File: config.mk
export PLATFORM = sky130hd
export DESIGN_NAME = mult_writeback
export DESIGN_NICKNAME = d
export VERILOG_FILES = /design/src/rtl/mult_writeback.sv
export SDC_FILE = /design/constraint.sdc
export NUM_CORES = 1
export LEC_CHECK = 0
export ABC_AREA = 1
export CORE_ASPECT_RATIO = 0.8
export CORE_MARGIN = 1
export CORE_UTILIZATION = 37
export DETAILED_ROUTE_END_ITERATION = 10
export PLACE_DENSITY = 0.75
export SETUP_SLACK_MARGIN = 0.02
export SLEW_MARGIN = 25
export SYNTH_ARGS = -nofsm -noshare
export SYNTH_HDL_FRONTEND = slang
export SYNTH_SLANG_ARGS = --single-unit
File: constraint.sdc
create_clock -name clk -period 1.6 [get_ports clk]
set_clock_uncertainty 0.05 [all_clocks]
set_input_delay 0.24 -clock clk [delete_from_list [all_inputs] [get_ports clk]]
set_output_delay 0.24 -clock clk [all_outputs]
set_load 0.05 [all_outputs]
File: src/rtl/mult_writeback.sv
// Writeback stage behind the 64x64 multiplier: captures the 128-bit product
// into HI/LO and drains it to the register file (LO first, then optional HI)
// through one write port using a request/grant handshake.
module mult_writeback #(
  parameter int DATA_WIDTH = 64,
  parameter int ADDR_WIDTH = 5
) (
  input  logic                    clk,
  input  logic                    reset,
  input  logic                    in_valid,
  output logic                    in_ready,
  input  logic [2*DATA_WIDTH-1:0] product,
  input  logic [ADDR_WIDTH-1:0]   rd_lo,
  input  logic [ADDR_WIDTH-1:0]   rd_hi,
  input  logic                    write_hi,
  input  logic                    rf_grant,
  output logic                    rf_wr_en,
  output logic [ADDR_WIDTH-1:0]   rf_wr_addr,
  output logic [DATA_WIDTH-1:0]   rf_wr_data,
  output logic [DATA_WIDTH-1:0]   hi_reg,
  output logic [DATA_WIDTH-1:0]   lo_reg,
  output logic                    busy,
  output logic                    done
);

  typedef enum logic [1:0] {IDLE, WR_LO, WR_HI} state_t;

  state_t                  state_q, state_d;
  logic [DATA_WIDTH-1:0]   hi_q, hi_d, lo_q, lo_d;
  logic [ADDR_WIDTH-1:0]   rd_lo_q, rd_lo_d, rd_hi_q, rd_hi_d;
  logic                    write_hi_q, write_hi_d;

  logic wr_req;
  logic advance;
  logic final_wr;
  logic accept;

  // Next-state, capture and handshake logic; x0 writes are skipped without
  // waiting for a grant, and a new product may enter on the final write.
  always_comb begin
    state_d    = state_q;
    hi_d       = hi_q;
    lo_d       = lo_q;
    rd_lo_d    = rd_lo_q;
    rd_hi_d    = rd_hi_q;
    write_hi_d = write_hi_q;
    wr_req     = 1'b0;
    rf_wr_addr = '0;
    rf_wr_data = '0;

    case (state_q)
      WR_LO: begin
        rf_wr_addr = rd_lo_q;
        rf_wr_data = lo_q;
        wr_req     = (rd_lo_q != '0);
      end
      WR_HI: begin
        rf_wr_addr = rd_hi_q;
        rf_wr_data = hi_q;
        wr_req     = (rd_hi_q != '0);
      end
      default: ;
    endcase

    advance  = (state_q != IDLE) && (rf_grant || !wr_req);
    final_wr = advance && ((state_q == WR_HI) || !write_hi_q);
    in_ready = (state_q == IDLE) || final_wr;
    accept   = in_valid && in_ready;

    if (accept) begin
      state_d    = WR_LO;
      lo_d       = product[DATA_WIDTH-1:0];
      hi_d       = product[2*DATA_WIDTH-1:DATA_WIDTH];
      rd_lo_d    = rd_lo;
      rd_hi_d    = rd_hi;
      write_hi_d = write_hi;
    end else if (final_wr) begin
      state_d = IDLE;
    end else if (advance) begin
      state_d = WR_HI;
    end

    // A reset cycle abandons the drain, so no write or completion escapes it.
    rf_wr_en = wr_req && !reset;
    done     = final_wr && !reset;
    busy     = (state_q != IDLE);
    hi_reg   = hi_q;
    lo_reg   = lo_q;
  end

  // State and captured-product registers with synchronous reset.
  always_ff @(posedge clk) begin
    if (reset) begin
      state_q    <= IDLE;
      hi_q       <= '0;
      lo_q       <= '0;
      rd_lo_q    <= '0;
      rd_hi_q    <= '0;
      write_hi_q <= 1'b0;
    end else begin
      state_q    <= state_d;
      hi_q       <= hi_d;
      lo_q       <= lo_d;
      rd_lo_q    <= rd_lo_d;
      rd_hi_q    <= rd_hi_d;
      write_hi_q <= write_hi_d;
    end
  end

endmodule

==> results.json, run 1 <==
{
  "outcome": "finished, violations left",
  "violations": "setup timing",
  "grt_pass1_wl_um": 43500,
  "crit_family": "buffers and inverters",
  "grt_remaining_overflow": 0,
  "vias_per_cell": 5.05,
  "core-area_mm2": 0.0185,
  "switching_share_pct": 40.7,
  "drtAntennaViolNets": 0,
  "drtIter0Drc": 592,
  "grt_max_degree": 46,
  "globalRouteMet3Util_pct": 8.12,
  "yosysUniqueCellTypes": 19,
  "worstMarginPinSlew_ns": 0.352,
  "dp_hpwl_um": 19100,
  "htree_levels": 4,
  "synth_cells": 1164,
  "die_area_mm2": 0.0198,
  "pre_cts_slack_ns": -0.211,
  "vdd_drop_max_mv": 0.735,
  "critPathMaxFanout": 15,
  "synth.area.top_cells": "dfxtp_1, nand2_1, nor2_1",
  "grt_pass1_vias": 8218,
  "cts.sinks": 141,
  "synth.top_cell.area_share_pct": 39.7,
  "power_w": 0.0159,
  "met1_usage_pct": 34.3,
  "power_density_mw_per_mm2": 1030,
  "drv_slew": 0,
  "synthFlopType": "dfxtp_1",
  "hold_violations": 0,
  "fin_crit_ns": 2.10,
  "crit_slowest_cell": "dfxtp_4",
  "use_met2_pct": 47.5,
  "finalNetCount": 1702,
  "synth_nets": 1310,
  "ys_seq_area_share_pct": 39.7,
  "path_class": "reg -> out",
  "portBuffers": 343,
  "worst_slack_ns": -0.501,
  "root_buffer": "clkbuf_16",
  "gp_congestion": 0.871,
  "ys_ff_latch": 141,
  "io_pins": 344,
  "p_int_w": 0.00941,
  "yosys.area.top_type": "dfxtp_1",
  "drtPass1Iterations": 5,
  "timing.fmax_ghz": 0.476,
  "setup_viol": 213,
  "hp-start": "in_valid",
  "cts_buffers": 17,
  "worstPathArrival_ns": 1.81,
  "synth_commonest_cells": "nand2_1, nor2_1, inv_1",
  "std_cell_rows": 44,
  "wire_per_inst_um": 18.6,
  "timing.final.crit_share_pct": 131,
  "combPwrFrac_pct": 46.6,
  "cp-startpoint": "state_q[0]$_SDFFE_PP0P_",
  "cp.required_ns": 1.31,
  "synth_most_common_cell": "nand2_1",
  "drc_errors": 0,
  "clockPowerShare_pct": 25.7,
  "vias": 9205,
  "synth-async-reset-ratio_pct": 0,
  "synthToLayoutAreaGrowth_pct": 116,
  "synth_edf_count": 0,
  "endpoint_kind": "output pin",
  "num_antenna_cells": 0,
  "seqPwrFrac_pct": 27.6,
  "drive_gt1_share_pct": 39.9,
  "initial_core_util_pct": 38.4,
  "die_x_um": 157,
  "r2r_setup_slack_ns": -0.47,
  "crit_path_start_kind": "register",
  "slew_headroom_pct": 76.5,
  "rsz0062_at_grt": "true",
  "p_sw_w": 0.00645,
  "cap_viol_max_count": 0,
  "track_usage_pct": 28.4,
  "nFillCells": 1123,
  "r2r-start": "rd_hi_q[1]$_SDFFE_PP0P_",
  "crit_chain": "inv_4 -> ha_4 -> buf_6 -> nand2_1 -> a21oi_4 -> buf_12",
  "busiest_layer": "met2",
  "p_leak_nw": 6.68,
  "synth_warnings": 0,
  "path_clk_slew_ns": 0.06,
  "clockBufferDepth": 2,
  "crit_buf_inv": 3,
  "hp-class": "in -> reg",
  "clk_latency_ns": 0.43,
  "syn-cell-area_mm2": 0.00711,
  "cts_hold_buffers": 0,
  "antenna_found_initial": 0,
  "drt-total-wl_um": 33800,
  "cts_tree": "done",
  "post_synth.cell_area_avg_um2": 6.11,
  "dieHeight_um": 126,
  "crit_path_max_incr_delay_ns": 0.37
}
## per-layer routing
metal,part of all wire (%),vias up
met1,40,4417
li1,-,4324
met3,7.1,72
met4,3.0,0
met5,0,-
met2,50,392
## cell families (layout without fill, tap and decap cells)
logic type               count (synthesis)  count (layout)  synth area share, %
AO/OA/AOI/OAI                           72              72                 5.16
flip-flops                             141             141                 39.7
buffers and inverters                  232             637                 14.0
adder cells (fa/ha/maj)                  3               3                0.528
AND/OR/NAND/NOR                        716             716                 40.6
## layout make-up
| cell class | count | area (um^2) | share of cell area [%] |
|---|---|---|---|
| sequential | 141 | 2830 | 18.4 |
| clock inverter | 11 | 134 | 0.872 |
| clock buffer | 21 | 450 | 2.93 |
| tap | 253 | 317 | 2.06 |
| multi-input combinational | 791 | 5270 | 34.3 |
| inverter | 148 | 574 | 3.74 |
| timing repair buffer | 457 | 5780 | 37.6 |
## cells in the final DEF, fill, tap and decap left out, drive strengths merged
| master | instances |
|---|---|
| nand3 | 143 |
| ha | 3 |
| a21oi | 71 |
| buf | 293 |
| a211oi | 1 |
| nand3b | 1 |
| bufinv | 2 |
| nor2 | 285 |
| dfxtp | 141 |
| nand2 | 287 |
| inv | 151 |
| clkbuf | 44 |
| clkinvlp | 5 |
| clkdlybuf4s50 | 141 |
| clkinv | 1 |
## metrics by stage
step / cell area (um^2) / cells / TNS (ns) / utilization (%) / hold WS, ns
after CTS: 13400 / 1779 / -71.21 / 72.7 / 0.235
final: 15400 / 1822 / -85.69 / 83.0 / 0.294
after floorplan: 8060 / 1164 / -16.39 / - / 0.252
after global routing: 15400 / 1822 / -103.47 / 83.0 / 0.280
after detailed placement: 12400 / 1734 / -31.18 / 67.0 / 0.430
after global placement: 12400 / 1734 / -20.15 / 67.0 / 0.426
## repair_timing
item / in CTS / in global routing
pin swaps: 6 / 113
endpoints found under the setup margin: 213 / 213
buffers inserted: 5 / 24
resized for setup: 50 / 340
cloned: 9 / 27
## power by group through the flow
stage               registers (W)  clock network, W  logic, W
finish                    0.00438           0.00408   0.00739
global route              0.00443           0.00428   0.00771
CTS                       0.00422           0.00409   0.00593
detailed placement        0.00428                 0   0.00553
global placement          0.00427                 0   0.00547
floorplan                 0.00541                 0   0.00235
## worst paths after layout
kind | cells past startpoint | end
max | 6 | rf_wr_data[43]
min | 4 | state_q[0]$_SDFFE_PP0P_
max reg2reg | 13 | hi_reg[17]$_SDFFE_PP0P_
min reg2reg | 2 | hi_reg[0]$_SDFFE_PP0P_
## worst reg2reg max path: cells and delay by family, from the launching register on
family | cells | cell delay (ns)
and+or+nand+nor | 8 | 0.97
buffers and inverters | 4 | 0.61
AOI/OAI and AO/OA | 1 | 0.05
DFF | 1 | 0.32
Power figures use the tool's default switching activity.
==> inputs of run 2 (changes only) <==
CTS_CLUSTER_DIAMETER = 150   (was not set)
==> results of run 2 <==
The final DEF is identical to that of run 1; final timing and power are the same.
==> inputs of run 3 (changes only) <==
CORE_ASPECT_RATIO = 0.5   (was 0.8)
RECOVER_POWER = 100   (was not set)
==> run 3 against run 2 <==
  * The flow still finishes with violations (setup timing)
  * First-iteration DRC count rose by 30%
  * Clock-buffer cell count grew 1
  * Hold slack better by 0.11 ns
  * Critical path depth increased by 3
==> results.json, run 3 (same netlist as run 1, synthesis figures left out) <==
{
  "setup_viol": 214,
  "timing.fmax_ghz": 0.451,
  "hold_ws_ns": 0.400,
  "critPathMaxFanout": 4,
  "drv_slew": 0,
  "p_leak_nw": 6.68,
  "outcome": "finished, violations left",
  "rsz0062_at_grt": "true",
  "power_density_mw_per_mm2": 1040,
  "finalCoreUtilization_pct": 79.6,
  "hold_violations": 0,
  "cts_tree": "done",
  "core-area_mm2": 0.0186,
  "grt_remaining_overflow": 0,
  "cts.sinks": 141,
  "std_cell_rows": 35,
  "dieHeight_um": 100,
  "cp.required_ns": 1.31,
  "drtAntennaViolNets": 0,
  "fin_crit_ns": 2.21,
  "r2r-start": "state_q[0]$_SDFFE_PP0P_",
  "vias": 9585,
  "io_pins": 344,
  "die_area_mm2": 0.0198,
  "pre_cts_slack_ns": -0.228,
  "wire_per_inst_um": 20.0,
  "die_x_um": 198,
  "r2r_setup_slack_ns": -0.58,
  "grt_pass1_wl_um": 43800,
  "clockBufferDepth": 2,
  "drc_errors": 0,
  "initial_core_util_pct": 38.2,
  "drtIter0Drc": 768,
  "gp_congestion": 0.819,
  "track_usage_pct": 28.4,
  "rr_endpoint": "lo_reg[63]$_SDFFE_PP0P_",
  "worstMarginPinSlew_ns": 0.653,
  "portBuffers": 343,
  "place_area_mm2": 0.0122,
  "hold_depth": 5,
  "vdd_drop_max_mv": 0.776,
  "dp_hpwl_um": 18800,
  "synthToLayoutAreaGrowth_pct": 108,
  "design_area_mm2": 0.0148,
  "root_buffer": "clkbuf_16",
  "path_clk_slew_ns": 0.05,
  "drtPass1Iterations": 5,
  "slew_headroom_pct": 56.5,
  "drive_gt1_share_pct": 38.7,
  "violations": "setup timing",
  "antenna_found_initial": 0,
  "hp-start": "product[25]",
  "cap_viol_max_count": 0,
  "crit_path_start_kind": "register",
  "vias_per_cell": 5.28,
  "num_antenna_cells": 0,
  "power_w": 0.0154,
  "cts_hold_buffers": 0,
  "clk_latency_ns": 0.42,
  "drt-total-wl_um": 36200,
  "reg2regPathDepth": 13,
  "path_class": "reg -> out",
  "grt_pass1_vias": 8290,
  "cp-startpoint": "state_q[0]$_SDFFE_PP0P_",
  "hp-class": "in -> reg",
  "cts_buffers": 17,
  "mostFrequentLayoutCells": "nand2_1, nor2_1, inv_1",
  "whs_endpoint": "lo_reg[25]$_SDFFE_PP0P_",
  "finalNetCount": 1689,
  "final_common_cell": "nand2_1",
  "grt_max_degree": 142,
  "endpoint_kind": "output pin",
  "worstPathArrival_ns": 1.92,
  "worst_slack_ns": -0.615,
  "timing.final.crit_share_pct": 138,
  "htree_levels": 4,
  "nFillCells": 1157
}
## run 3: routing by layer
metal  part of all wire [%]  global-route usage (%)  vias to the layer above
li1                       -                       -                     4311
met1                     39                    35.3                     4538
met2                     47                    49.3                      586
met3                    8.7                    5.41                      150
met4                    4.6                    9.96                        0
met5                      0                       0                        -
## run 3: final cells by class
| type | instances | area [um^2] | share of cell area (%) |
|---|---|---|---|
| Clock buffer | 22 | 474 | 3.20 |
| Clock inverter | 9 | 113 | 0.760 |
| Inverter | 148 | 577 | 3.90 |
| Multi-Input combinational cell | 791 | 5040 | 34.0 |
| Sequential cell | 141 | 2830 | 19.1 |
| Tap cell | 259 | 324 | 2.19 |
| Timing Repair Buffer | 444 | 5450 | 36.8 |
## run 3: worst max-delay path by stage
stage / depth (start not counted) / slack (ns) / endpoint
CTS: 8 / -0.50 / rf_wr_addr[3]
finish: 9 / -0.61 / in_ready
global route: 9 / -0.67 / done
global placement: 9 / -0.17 / hi_reg[25]$_SDFFE_PP0P_
detailed placement: 10 / -0.23 / lo_reg[15]$_SDFFE_PP0P_
floorplan: 13 / -0.10 / lo_reg[10]$_SDFFE_PP0P_
## run 3: stage by stage
step                cells  setup TNS (ns)
global placement     1727          -22.35
detailed placement   1727          -30.33
floorplan            1164          -16.39
global route         1814         -112.27
finish               1814         -107.50
CTS                  1776          -67.39
## run 3: power by group
| group | switching, W | leakage, nW | internal (W) | total, W |
|---|---|---|---|---|
| combinational | 0.00426 | 5.23 | 0.00273 | 0.00699 |
| clock | 0.00162 | 0.274 | 0.00241 | 0.00404 |
| sequential | 0.000482 | 1.18 | 0.00390 | 0.00438 |
## run 3: repair_timing
action / 4_1_cts / 5_1_grt
setup buffers: 8 / 9
gates cloned: 10 / 34
setup endpoints to repair: 213 / 213
resized for setup: 72 / 271
pin swaps: 24 / 82
## run 3: worst max-delay path, cell delays in order, from the launching register on
cell	delay [ns]
dfxtp_4	0.37
inv_6	0.08
ha_4	0.19
nand2_2	0.06
nand2_2	0.13
nand3_4	0.16
nand3_4	0.15
nand2_8	0.08
buf_12	0.14
buf_12	0.14
